## src/rtl/vfifo_sc_fifo_ctrl.sv

```systemverilog
// -----------------------------------------------------------------------------
// vfifo_sc_fifo_ctrl
//
// Single-clock FIFO controller in front of an external dual-port RAM
// (port A write-only, port B read-only, both clocked by clk). The RAM has a
// one-cycle registered read, which is hidden behind a two-entry output
// buffer (head + skid) so the show-ahead read side sustains one word per cycle.
//
// Ports
//   clk, rst_n          clock (rising edge), asynchronous active-low reset
//   wr_en, wr_data      producer push request and data
//   wr_full             RAM holds DEPTH words; pushes are dropped
//   wr_ovf              same-cycle flag: wr_en while wr_full (push dropped)
//   rd_data, rd_valid   head-of-FIFO word and its valid flag
//   rd_ready            consumer accepts rd_data this cycle
//   level               words held: RAM + in flight + output buffer
//   ram_*_a             RAM write port (data, address = write pointer, enable)
//   ram_*_b             RAM read port (address = read pointer, tied-off write)
//   ram_q_b             RAM registered read data
// -----------------------------------------------------------------------------
module vfifo_sc_fifo_ctrl #(
    parameter int DATA_WIDTH = 8,
    parameter int ADDR_WIDTH = 9
) (
    input  logic                  clk,
    input  logic                  rst_n,
    input  logic                  wr_en,
    input  logic [DATA_WIDTH-1:0] wr_data,
    output logic                  wr_full,
    output logic                  wr_ovf,
    output logic [DATA_WIDTH-1:0] rd_data,
    output logic                  rd_valid,
    input  logic                  rd_ready,
    output logic [ADDR_WIDTH+1:0] level,
    output logic [DATA_WIDTH-1:0] ram_d_a,
    output logic [ADDR_WIDTH-1:0] ram_adr_a,
    output logic                  ram_we_a,
    output logic [ADDR_WIDTH-1:0] ram_adr_b,
    output logic [DATA_WIDTH-1:0] ram_d_b,
    output logic                  ram_we_b,
    input  logic [DATA_WIDTH-1:0] ram_q_b
);

    localparam logic [ADDR_WIDTH:0]   DEPTH_C = {1'b1, {ADDR_WIDTH{1'b0}}};
    localparam logic [ADDR_WIDTH-1:0] PTR_ONE = {{(ADDR_WIDTH-1){1'b0}}, 1'b1};
    localparam logic [ADDR_WIDTH:0]   CNT_ONE = {{ADDR_WIDTH{1'b0}}, 1'b1};

    logic [ADDR_WIDTH-1:0] wr_ptr_q, wr_ptr_d;
    logic [ADDR_WIDTH-1:0] rd_ptr_q, rd_ptr_d;
    logic [ADDR_WIDTH:0]   ram_cnt_q, ram_cnt_d;
    logic                  in_flight_q, in_flight_d;
    logic [1:0]            buf_cnt_q, buf_cnt_d;
    logic [DATA_WIDTH-1:0] head_q, head_d;
    logic [DATA_WIDTH-1:0] skid_q, skid_d;
    logic                  wr_full_q, wr_full_d;
    logic                  rd_valid_q, rd_valid_d;
    logic [ADDR_WIDTH+1:0] level_q, level_d;

    logic                  push_s;
    logic                  pop_s;
    logic                  issue_s;
    logic [2:0]            occ_s;
    logic [1:0]            buf_after_pop_s;

    // Handshakes, read-issue decision and RAM port drive.
    always_comb begin
        push_s  = wr_en & ~wr_full_q;
        pop_s   = rd_valid_q & rd_ready;
        // Words already committed downstream of the RAM after this cycle's pop.
        // A new read may issue only if that leaves a free buffer slot for it.
        occ_s   = {1'b0, buf_cnt_q} + {2'b00, in_flight_q} - {2'b00, pop_s};
        // ram_cnt only counts words written at earlier edges, so an issue can
        // never target the address being written in the same cycle.
        issue_s = (ram_cnt_q != {(ADDR_WIDTH+1){1'b0}}) & (occ_s < 3'd2);

        ram_d_a   = wr_data;
        ram_adr_a = wr_ptr_q;
        ram_we_a  = push_s;
        ram_adr_b = rd_ptr_q;
        ram_d_b   = {DATA_WIDTH{1'b0}};
        ram_we_b  = 1'b0;
    end

    // Pointer and RAM occupancy next state.
    always_comb begin
        wr_ptr_d    = wr_ptr_q;
        rd_ptr_d    = rd_ptr_q;
        ram_cnt_d   = ram_cnt_q;
        in_flight_d = issue_s;
        if (push_s) begin
            wr_ptr_d = wr_ptr_q + PTR_ONE;
        end else begin
            wr_ptr_d = wr_ptr_q;
        end
        if (issue_s) begin
            rd_ptr_d = rd_ptr_q + PTR_ONE;
        end else begin
            rd_ptr_d = rd_ptr_q;
        end
        case ({push_s, issue_s})
            2'b10:   ram_cnt_d = ram_cnt_q + CNT_ONE;
            2'b01:   ram_cnt_d = ram_cnt_q - CNT_ONE;
            default: ram_cnt_d = ram_cnt_q;
        endcase
    end

    // Output buffer: pop shifts skid into head, then a landing word fills the
    // first free slot (head if it is empty after the pop, else skid).
    always_comb begin
        head_d          = head_q;
        skid_d          = skid_q;
        buf_cnt_d       = buf_cnt_q;
        buf_after_pop_s = buf_cnt_q;
        if (pop_s) begin
            buf_after_pop_s = buf_cnt_q - 2'd1;
            if (buf_cnt_q == 2'd2) begin
                head_d = skid_q;
            end else begin
                head_d = head_q;
            end
        end else begin
            buf_after_pop_s = buf_cnt_q;
        end
        if (in_flight_q) begin
            if (buf_after_pop_s == 2'd0) begin
                head_d = ram_q_b;
            end else begin
                skid_d = ram_q_b;
            end
            buf_cnt_d = buf_after_pop_s + 2'd1;
        end else begin
            buf_cnt_d = buf_after_pop_s;
        end
    end

    // Registered status outputs derived from next state.
    always_comb begin
        wr_full_d  = (ram_cnt_d == DEPTH_C);
        rd_valid_d = (buf_cnt_d != 2'd0);
        level_d    = {1'b0, ram_cnt_d}
                   + {{(ADDR_WIDTH+1){1'b0}}, in_flight_d}
                   + {{ADDR_WIDTH{1'b0}}, buf_cnt_d};
    end

    // State registers.
    always_ff @(posedge clk or negedge rst_n) begin
        if (!rst_n) begin
            wr_ptr_q    <= {ADDR_WIDTH{1'b0}};
            rd_ptr_q    <= {ADDR_WIDTH{1'b0}};
            ram_cnt_q   <= {(ADDR_WIDTH+1){1'b0}};
            in_flight_q <= 1'b0;
            buf_cnt_q   <= 2'd0;
            head_q      <= {DATA_WIDTH{1'b0}};
            skid_q      <= {DATA_WIDTH{1'b0}};
            wr_full_q   <= 1'b0;
            rd_valid_q  <= 1'b0;
            level_q     <= {(ADDR_WIDTH+2){1'b0}};
        end else begin
            wr_ptr_q    <= wr_ptr_d;
            rd_ptr_q    <= rd_ptr_d;
            ram_cnt_q   <= ram_cnt_d;
            in_flight_q <= in_flight_d;
            buf_cnt_q   <= buf_cnt_d;
            head_q      <= head_d;
            skid_q      <= skid_d;
            wr_full_q   <= wr_full_d;
            rd_valid_q  <= rd_valid_d;
            level_q     <= level_d;
        end
    end

    // Output mapping; wr_ovf flags the dropped push in the cycle it is offered.
    always_comb begin
        wr_full  = wr_full_q;
        wr_ovf   = wr_en & wr_full_q;
        rd_data  = head_q;
        rd_valid = rd_valid_q;
        level    = level_q;
    end

endmodule

```

## config.mk

```make
export PLATFORM = sky130hd
export DESIGN_NAME = vfifo_sc_fifo_ctrl
export DESIGN_NICKNAME = d
export VERILOG_FILES = /design/src/rtl/vfifo_sc_fifo_ctrl.sv
export SDC_FILE = /design/constraint.sdc
export NUM_CORES = 1
export LEC_CHECK = 0
export ABC_AREA = 1
export ABC_CLOCK_PERIOD_IN_PS = 9100
export CORE_MARGIN = 2
export CORE_UTILIZATION = 55
export DETAILED_ROUTE_END_ITERATION = 12
export PLACE_DENSITY = 0.85
export SLEW_MARGIN = 20
export SYNTH_ARGS = -nofsm -noshare
export SYNTH_HDL_FRONTEND = slang
export SYNTH_SLANG_ARGS = --single-unit
export TNS_END_PERCENT = 100
```

## constraint.sdc

```tcl
create_clock -name clk -period 9.1 [get_ports clk]
set_clock_uncertainty 0.15 [all_clocks]
set_input_delay 1.365 -clock clk [delete_from_list [all_inputs] [get_ports clk]]
set_output_delay 1.365 -clock clk [all_outputs]
set_load 0.03 [all_outputs]
```

---- Word level (Yosys, flattened, before mapping) ----
Index checks and enable logic that the tools add are counted.
cells by class
  magnitude comparators ................... 1
  $add $sub $neg .......................... 10
  mux-type cells .......................... 7
  equality and inequality tests ........... 4
  reductions and logical operators ........ 4
  bitwise logic cells ..................... 6
operators with widths
  kind                                                                   count
  8-bit 2-to-1 mux                                                       4
  10-bit case mux with 2 select lines                                    1
  9-bit by 1-bit adder with 9-bit output (second input constant)         2
  10-bit by 1-bit adder with 11-bit output                               1
  11-bit by 2-bit adder with 11-bit output                               1
  10-bit by 1-bit adder with 10-bit output (second input constant)       1
  10-bit == test (second input constant)                                 1
  10-bit nonzero test                                                    1
  10-bit by 1-bit subtractor with 10-bit output (second input constant)  1
  1-bit bitwise AND                                                      4
  2-bit == test (second input constant)                                  2
  2-bit 2-to-1 mux                                                       2
  2-bit by 1-bit adder with 3-bit output                                 1
  3-bit by 2-bit < comparator with 1-bit output (second input constant)  1
  3-bit by 1-bit subtractor with 3-bit output                            1
  2-bit by 1-bit adder with 2-bit output (second input constant)         1
  2-bit by 1-bit == test with 1-bit output (second input constant)       1
  2-bit logical NOT                                                      1
  1-bit NOT                                                              2
  2-bit AND reduction                                                    1
  2-bit nonzero test                                                     1
  2-bit by 1-bit subtractor with 2-bit output (second input constant)    1
storage, ports and cells
  word-level logic and storage cells ...... 42
  register bits after elaboration ......... 60
  output and inout bits ................... 58
  bits of input ports ..................... 20

---- Logic depth before layout (Yosys ltp) ----
Gate-level depths: netlist of run 1.
  depth after elaboration ................. 8
  depth in mapped cells ................... 31
  depth with buffers taken out ............ 30

---- Least setup slack after synthesis of run 1 ----
Ideal clock, no wire load.
  kind .................................... input to register
  start ................................... in rd_ready
  end ..................................... reg level_q[8], in the netlist level[8]
  stages on the path ...................... 25
  arrival time ............................ 4987 ps
  library setup time ...................... 116 ps
  buffers on the path ..................... 1
  path slack .............................. 3847 ps
  path through ............................ nand2_1 -> inv_1 -> ha_1 -> inv_1 -> ha_1 -> inv_1 -> fa_1 -> o21ai_1 -> nor2_4 -> nand2_2 -> inv_1 -> ha_1 -> clkbuf_1 -> xnor2_1 -> ha_1 -> inv_1 -> o21ai_0 -> inv_1 -> fa_1 -> inv_1 -> nand3_2 -> nor2_4 -> nand2_2 -> nand2_1 -> nand2_1
between the ends
  longest elaborated chain between the ends .. 8
  elaborated cells on any way between the ends .. 12
  classes of those cells .................. add/sub (4); order compare (1); eq/ne (2); mux (3); bitwise (2)
RTL lines
  element                                                                           RTL line  text
  start, declared                                                                   33        input logic rd_ready,
  1-bit bitwise AND *                                                               68        pop_s = rd_valid_q & rd_ready;
  3-bit by 1-bit subtractor with 3-bit output *                                     71        occ_s = {1'b0, buf_cnt_q} + {2'b00, in_flight_q} - {2'b00, pop_s};
  3-bit by 2-bit < comparator with 1-bit output *                                   74        issue_s = (ram_cnt_q != {(ADDR_WIDTH+1){1'b0}}) & (occ_s < 3'd2);
  1-bit bitwise AND *                                                               74
  2-bit by 1-bit == test with 1-bit output / 2-bit == test (equally long branches)  100       case ({push_s, issue_s})
  10-bit case mux with 2 select lines *                                             100
  via ram_cnt_d[0]                                                                  50        logic [ADDR_WIDTH:0] ram_cnt_q, ram_cnt_d;
  10-bit by 1-bit adder with 11-bit output *                                        141       + {{(ADDR_WIDTH+1){1'b0}}, in_flight_d}
  11-bit by 2-bit adder with 11-bit output *                                        142       + {{ADDR_WIDTH{1'b0}}, buf_cnt_d};
  via level_d[8]                                                                    57        logic [ADDR_WIDTH+1:0] level_q, level_d;
  end signal, assigned                                                              157       level_q <= {(ADDR_WIDTH+2){1'b0}};
  end signal, assigned                                                              168       level_q <= level_d;
  end, declared                                                                     57
Mark *: on every way through the listed nets, which the timed path passes. The rest lies on a longest branch.
A chain may end at the register's enable or synchronous reset.

---- Worst setup path in the final report of run 1 ----
Ends and elaborated chain as after synthesis.

==> impl_results.md, run 1 <==
* GR Util All Layers at 23.2%
* DP HPWL at 5.81 mm
* Total Nets Final at 532
* Worst Tran Pin Value at 0.739 ns
* CTS Hold Bufs at 0
* CTS Root Cell: clkbuf_8
* Yosys cell types at 38
* Vias at 3,055
* Hold path cells at 1
* First-pass GRT wire length at 13.4 mm
* Worst setup SP type: primary input
* Yosys reg bits at 60
* Tcrit/Tclk final at 65.1%
* Endpoints failing setup at 0
* Max_cap viols at 0
* Final min period at 5.92 ns
* Initial DRC Count at 229
* Synthesized instance count at 455
* Max-slew violation count at 0
* Via-per-instance ratio at 5.25
* Later-pin clock latency in the skew report at 0.34 ns
* Post-route ant nets at 0
* CTS tree: yes
* Wire per inst at 13.8 µm
* Routed WL at 8.05 mm
* Die W at 85.6 µm
* Crit Path Category: in -> reg
* FF-to-FF path depth at 24
* RSZ-0062 raised after global routing: false
* Initial antenna violation count at 0
* Worst reg-to-reg setup slack at 4.22 ns
* Outcome: finished, final reports clean
* Syn Std Cell Area at 3660 µm²
* Antenna Cells at 0
* DR pass1 iterations at 4
* Rel. slew slack at 50.7%
* GRT overflow at 0
* CTS buffer count at 9
* CTS HTree Levels at 3
* Yosys warns at 0
* IO Port Bufs at 52
* IO Pins at 78
* Critical Path RT at 9.19 ns
* Post-CTS sizing at 0
* Area grow syn2layout at 19.0%
* Layout cells sized above 1 at 13.1%
* Starting density of the core at 57.4%
* DRC at 0
* Die height at 85.6 µm
* TritonCTS Sinks at 60
* Worst setup EP type: flip-flop
* Max Freq at 169 MHz
* Syn avg cell area at 8.05 µm²
* Worst-path clk slew at 0.07 ns
* Die Area at 7330 µm²
* Critical Path AT at 6.01 ns
* Fin Setup TNS at 0 ns
* # rows at 29
* Largest net degree at the start of global routing at 61
* Layout fillers at 510
* Core Area at 6390 µm²
* Placer congestion estimate at 0.921
* Setup bufs post-CTS at 0
* CTS max path bufs at 2
* Seq/Total Area, Yosys at 41.0%
* Hold Violations, Final at 0
* Hold Crit Class: reg -> reg
* Vias in the first global route at 2,962
* Worst-path fanout max at 17
[routing by layer]
metal  GRT usage (%)  up-vias  part of all wire [%]
li1                -     1484                     -
met1            28.5     1437                    41
met2            38.8      118                    50
met3            7.12       16                   6.4
met4            8.23        0                   2.1
met5               0        -                     0
[sequential cells by signal, indices dropped and copies added, names as in the netlist]
name,cells
buf_cnt_q,2
in_flight_q,1
level,11
ram_adr_a,9
ram_adr_b,9
ram_cnt_q,10
rd_data,8
rd_valid,1
skid_q,8
wr_full,1
[cells in the final DEF, fill, tap and decap left out, types with 2 or more instances in the layout]
master	instances
nor3_2	2
inv_2	5
xnor2_1	7
nand3_1	25
o21ai_0	27
o21ai_1	2
nor2_2	3
clkinv_1	3
nand2_1	101
o211ai_1	2
nor3_1	5
nand3_2	6
xor2_1	17
dfrtp_1	60
nand2_4	3
a21oi_1	8
nor2_4	3
fa_1	2
clkdlybuf4s50_1	51
clkbuf_8	10
conb_1	9
nand4_1	15
ha_1	10
bufinv_16	3
nor2_1	21
inv_1	70
nand2_2	21
[stage by stage]
stage	util, %	setup slack, ns	hold WS, ns	instance area (µm²)	instances
floorplan	-	3.85	0.298	3690	463
global placement	64.4	3.17	0.310	4110	566
detailed placement	64.4	2.87	0.315	4110	566
CTS	68.3	3.20	0.327	4360	582
global route	68.3	2.85	0.348	4360	582
finish	68.3	3.18	0.326	4360	582
[area by class of cell]
| type | instances | area, µm² | area share [%] |
|---|---|---|---|
| clock buffers | 10 | 138 | 3.16 |
| clock inverters | 6 | 111 | 2.55 |
| inverters | 78 | 293 | 6.72 |
| multi-input cells | 298 | 1700 | 38.9 |
| flip-flops and latches | 60 | 1500 | 34.4 |
| well taps | 77 | 96.3 | 2.21 |
| repair buffers | 53 | 523 | 12.0 |
[path summary, 6_finish.rpt]
check	end	start
max in group asynchronous	ram_adr_a[1]	rst_n
min in group asynchronous	skid_q[7]	rst_n
setup / recovery	level[8]	rd_ready
hold reg to reg	ram_adr_a[8]	ram_adr_a[8]
setup reg to reg	level[8]	rd_valid
hold / removal	ram_adr_a[8]	ram_adr_a[8]
[critical path: stages]
cell	delay (ns)
clkdlybuf4s50_1	0.46
nand2_1	0.07
inv_1	0.10
ha_1	0.25
inv_1	0.07
ha_1	0.13
inv_1	0.05
fa_1	0.47
o21ai_1	0.09
nor2_4	0.36
nand2_2	0.22
inv_1	0.09
ha_1	0.33
xnor2_1	0.21
ha_1	0.30
inv_1	0.05
o21ai_0	0.30
inv_1	0.12
fa_1	0.40
inv_1	0.10
nand3_2	0.12
nor2_4	0.16
nand2_2	0.07
nand2_1	0.06
nand2_1	0.05
[logic make-up after synthesis]
kind of cell | after synthesis | share of synthesized area [%]
and+or+nand+nor | 210 | 28.6
adders and majority gates | 12 | 4.51
xor gates and xnor gates | 24 | 5.74
buffers and inverters | 105 | 13.5
DFF | 60 | 41.0
other | 1 | 0.102
AOI/OAI and AO/OA | 43 | 6.59
[cells in the mapped netlist, drive strengths merged]
| library cell | instances | area [µm²] |
|---|---|---|
| nand2 | 125 | 544 |
| inv | 75 | 282 |
| dfrtp | 60 | 1500 |
| nand3 | 32 | 203 |
| o21ai | 29 | 145 |
| nor2 | 27 | 131 |
| buf | 23 | 188 |
| xor2 | 17 | 149 |
| nand4 | 15 | 93.8 |
| ha | 10 | 125 |
| a21oi | 9 | 48.8 |
| nor3 | 7 | 45.0 |
| xnor2 | 7 | 61.3 |
| clkbuf | 4 | 15.0 |
| clkinv | 3 | 11.3 |
| fa | 2 | 40.0 |
| o211ai | 2 | 15.0 |
| or2 | 2 | 15.0 |
| a21boi | 1 | 18.8 |
| a22oi | 1 | 7.51 |
| a31oi | 1 | 6.26 |
| and2 | 1 | 6.26 |
| conb | 1 | 3.75 |
| nand3b | 1 | 7.51 |
Power of run 1 is left out: the tool's default activity adds up to more than one toggle a clock period on the data nets, which glitch-free logic cannot reach.
==> run 2, diff against run 1 <==
--- a/config.mk
+++ b/config.mk
@@ -6,11 +6,11 @@
 export NUM_CORES = 1
 export LEC_CHECK = 0
 export ABC_AREA = 1
-export ABC_CLOCK_PERIOD_IN_PS = 9100
+export ABC_CLOCK_PERIOD_IN_PS = 6050
 export CORE_MARGIN = 2
-export CORE_UTILIZATION = 55
+export CORE_UTILIZATION = 52
 export DETAILED_ROUTE_END_ITERATION = 12
-export PLACE_DENSITY = 0.85
+export PLACE_DENSITY = 0.81
 export SLEW_MARGIN = 20
 export SYNTH_ARGS = -nofsm -noshare
 export SYNTH_HDL_FRONTEND = slang
==> constraint.sdc (replaced) <==
create_clock -name clk -period 6.05 [get_ports clk]
set_clock_uncertainty 0.15 [all_clocks]
set_input_delay 0.9075 -clock clk [delete_from_list [all_inputs] [get_ports clk]]
set_output_delay 0.9075 -clock clk [all_outputs]
set_load 0.03 [all_outputs]
==> run 2 against run 1 <==
Net effect: first-iteration DRC count grew 16%; clock-buffer cell count grew 2; utilization shrank 4.2 points; final cell count grew 3.4%; critical path depth is the same; register-to-register slack lost 2.7 ns; hold slack gained 0.0063 ns; setup slack lost 2.3 ns; non-clock buffer count grew 1; sequential cell count is the same; routed wire length shrank 2.9%.
==> impl_results.md, run 2 (same netlist as run 1, synthesis figures left out) <==
* Outcome: finished, final reports clean (unchanged)
* CTS buffer count at 9 (unchanged)
* Wire per inst at 13.0 µm (was 13.8 µm)
* IO Pins at 78 (unchanged)
* Most common cell on crit path: inv_1 (unchanged)
* Fin Setup TNS at 0 ns (unchanged)
* Endpoints failing setup at 0 (unchanged)
* Post-CTS sizing at 0 (unchanged)
* Routed WL at 7.82 mm (was 8.05 mm)
* Crit Path Category: in -> reg (unchanged)
* Worst setup EP type: flip-flop (unchanged)
* Vias in the first global route at 2,951 (was 2,962)
* Die W at 87.9 µm (was 85.6 µm)
* Max_cap viols at 0 (unchanged)
* Placer congestion estimate at 0.927 (was 0.921)
* Total Nets Final at 533 (was 532)
* DP HPWL at 5.71 mm (was 5.81 mm)
* Max Freq at 194 MHz
* Die Area at 7730 µm² (was 7330 µm²)
* Starting density of the core at 53.9% (was 57.4%)
* Area grow syn2layout at 18.7% (was 19.0%)
* Antenna Cells at 0 (unchanged)
* Critical path's largest stage delay at 0.45 ns (was 0.47 ns)
* Core Area at 6790 µm² (was 6390 µm²)
* Worst-path clk slew at 0.07 ns (about the same)
* Hold Violations, Final at 0 (unchanged)
* Rel. slew slack at 50.8% (was 50.7%)
* Hold Crit Class: reg -> reg (unchanged)
* DR pass1 iterations at 4 (unchanged)
* Critical Path AT at 5.22 ns (was 6.01 ns)
* Worst setup SP type: primary input (unchanged)
* First-pass GRT wire length at 13.2 mm (was 13.4 mm)
* IO Port Bufs at 52 (unchanged)
* CTS Hold Bufs at 0 (unchanged)
* Largest net degree at the start of global routing at 61 (unchanged)
* Initial DRC Count at 265 (was 229)
* GR Util All Layers at 21.7% (was 23.2%)
* Critical Path RT at 6.12 ns (was 9.19 ns)
* GRT overflow at 0 (unchanged)
* Later-pin clock latency in the skew report at 0.34 ns (about the same)
* Via-per-instance ratio at 4.95 (was 5.25)
* RSZ-0062 raised after global routing: false (unchanged)
* CP max-delay cell: clkdlybuf4s50_1 (was fa_1)
* Final min period at 5.15 ns
* TritonCTS Sinks at 60 (unchanged)
* Die height at 87.9 µm (was 85.6 µm)
* Initial antenna violation count at 0 (unchanged)
* Max FFs per register at 11 (unchanged)
* CTS HTree Levels at 3 (unchanged)
* Max-slew violation count at 0 (unchanged)
* CTS tree: yes (unchanged)
* CTS Root Cell: clkbuf_8 (unchanged)
* DRC at 0 (unchanged)
* CTS max path bufs at 2 (unchanged)
* Worst Tran Pin Value at 0.739 ns (about the same)
* Most frequent cells in the layout: nand2_1, inv_1, dfrtp_1 (unchanged)
* Setup bufs post-CTS at 0 (unchanged)
* Most common library cell in the layout ignoring fill and taps: nand2_1 (unchanged)
* # rows at 30 (was 29)
* Tcrit/Tclk final at 85.1%
* Worst-path fanout max at 9 (was 17)
* Post-route ant nets at 0 (unchanged)
* Layout cells sized above 1 at 12.6% (was 13.1%)
* Vias at 2,979 (was 3,055)
==> run 2: changes by cell type in the layout (fill, tap and decap cells not counted) <==
cell	before	now
clkinvlp_4	1	0
bufinv_16	3	2
buf_4	1	2
clkbuf_1	0	3
clkbuf_8	10	9
==> run 2: worst max-delay path: cells and delay by family <==
kind	cells	cell delay [ns]
AOI/OAI and AO/OA	2	0.48
xor gates and xnor gates	1	0.20
buffers and inverters	8	0.98
adders and majority gates	6	1.85
and+or+nand+nor	8	0.79
==> run 2: cell type report <==
| class | count | area [µm²] |
|---|---|---|
| fillers | 542 | 2440 |
| multi-input cells | 298 | 1700 |
| flip-flops and latches | 60 | 1500 |
| repair buffers | 54 | 531 |
| inverters | 78 | 293 |
| clock buffers | 12 | 135 |
| well taps | 96 | 120 |
| clock inverters | 4 | 73.8 |
==> run 2: path summary, 6_finish.rpt <==
kind                       slack [ns]          from  cells after the start            to
setup reg to reg                 1.50      rd_valid                     24      level[8]
max in group asynchronous        4.69         rst_n                      2     level[10]
min in group asynchronous        0.55         rst_n                      2     skid_q[7]
hold reg to reg                  0.33  ram_adr_b[8]                      1  ram_adr_b[8]
hold / removal                   0.33  ram_adr_b[8]                      1  ram_adr_b[8]
setup / recovery                 0.90      rd_ready                     25      level[8]
==> run 2: per-layer routing <==
metal / global-route usage (%) / up-vias / wire [µm]
li1: - / 1489 / -
met4: 6.15 / 0 / 6
met2: 36.6 / 97 / 3930
met3: 5.84 / 2 / 443
met1: 27.5 / 1391 / 3440
met5: 0 / - / 0
==> run 2: per-stage QoR <==
step,hold slack (ns),area (µm²),utilization (%),setup WS (ns),instances
2_1_floorplan,0.298,3690,-,1.25,463
3_3_place_gp,0.310,4140,61.0,0.805,586
3_5_place_dp,0.321,4140,61.0,0.594,586
4_1_cts,0.338,4350,64.0,0.915,602
5_1_grt,0.352,4350,64.0,0.624,602
6_report,0.332,4350,64.0,0.904,602
Power of run 2 is left out for the same reason.
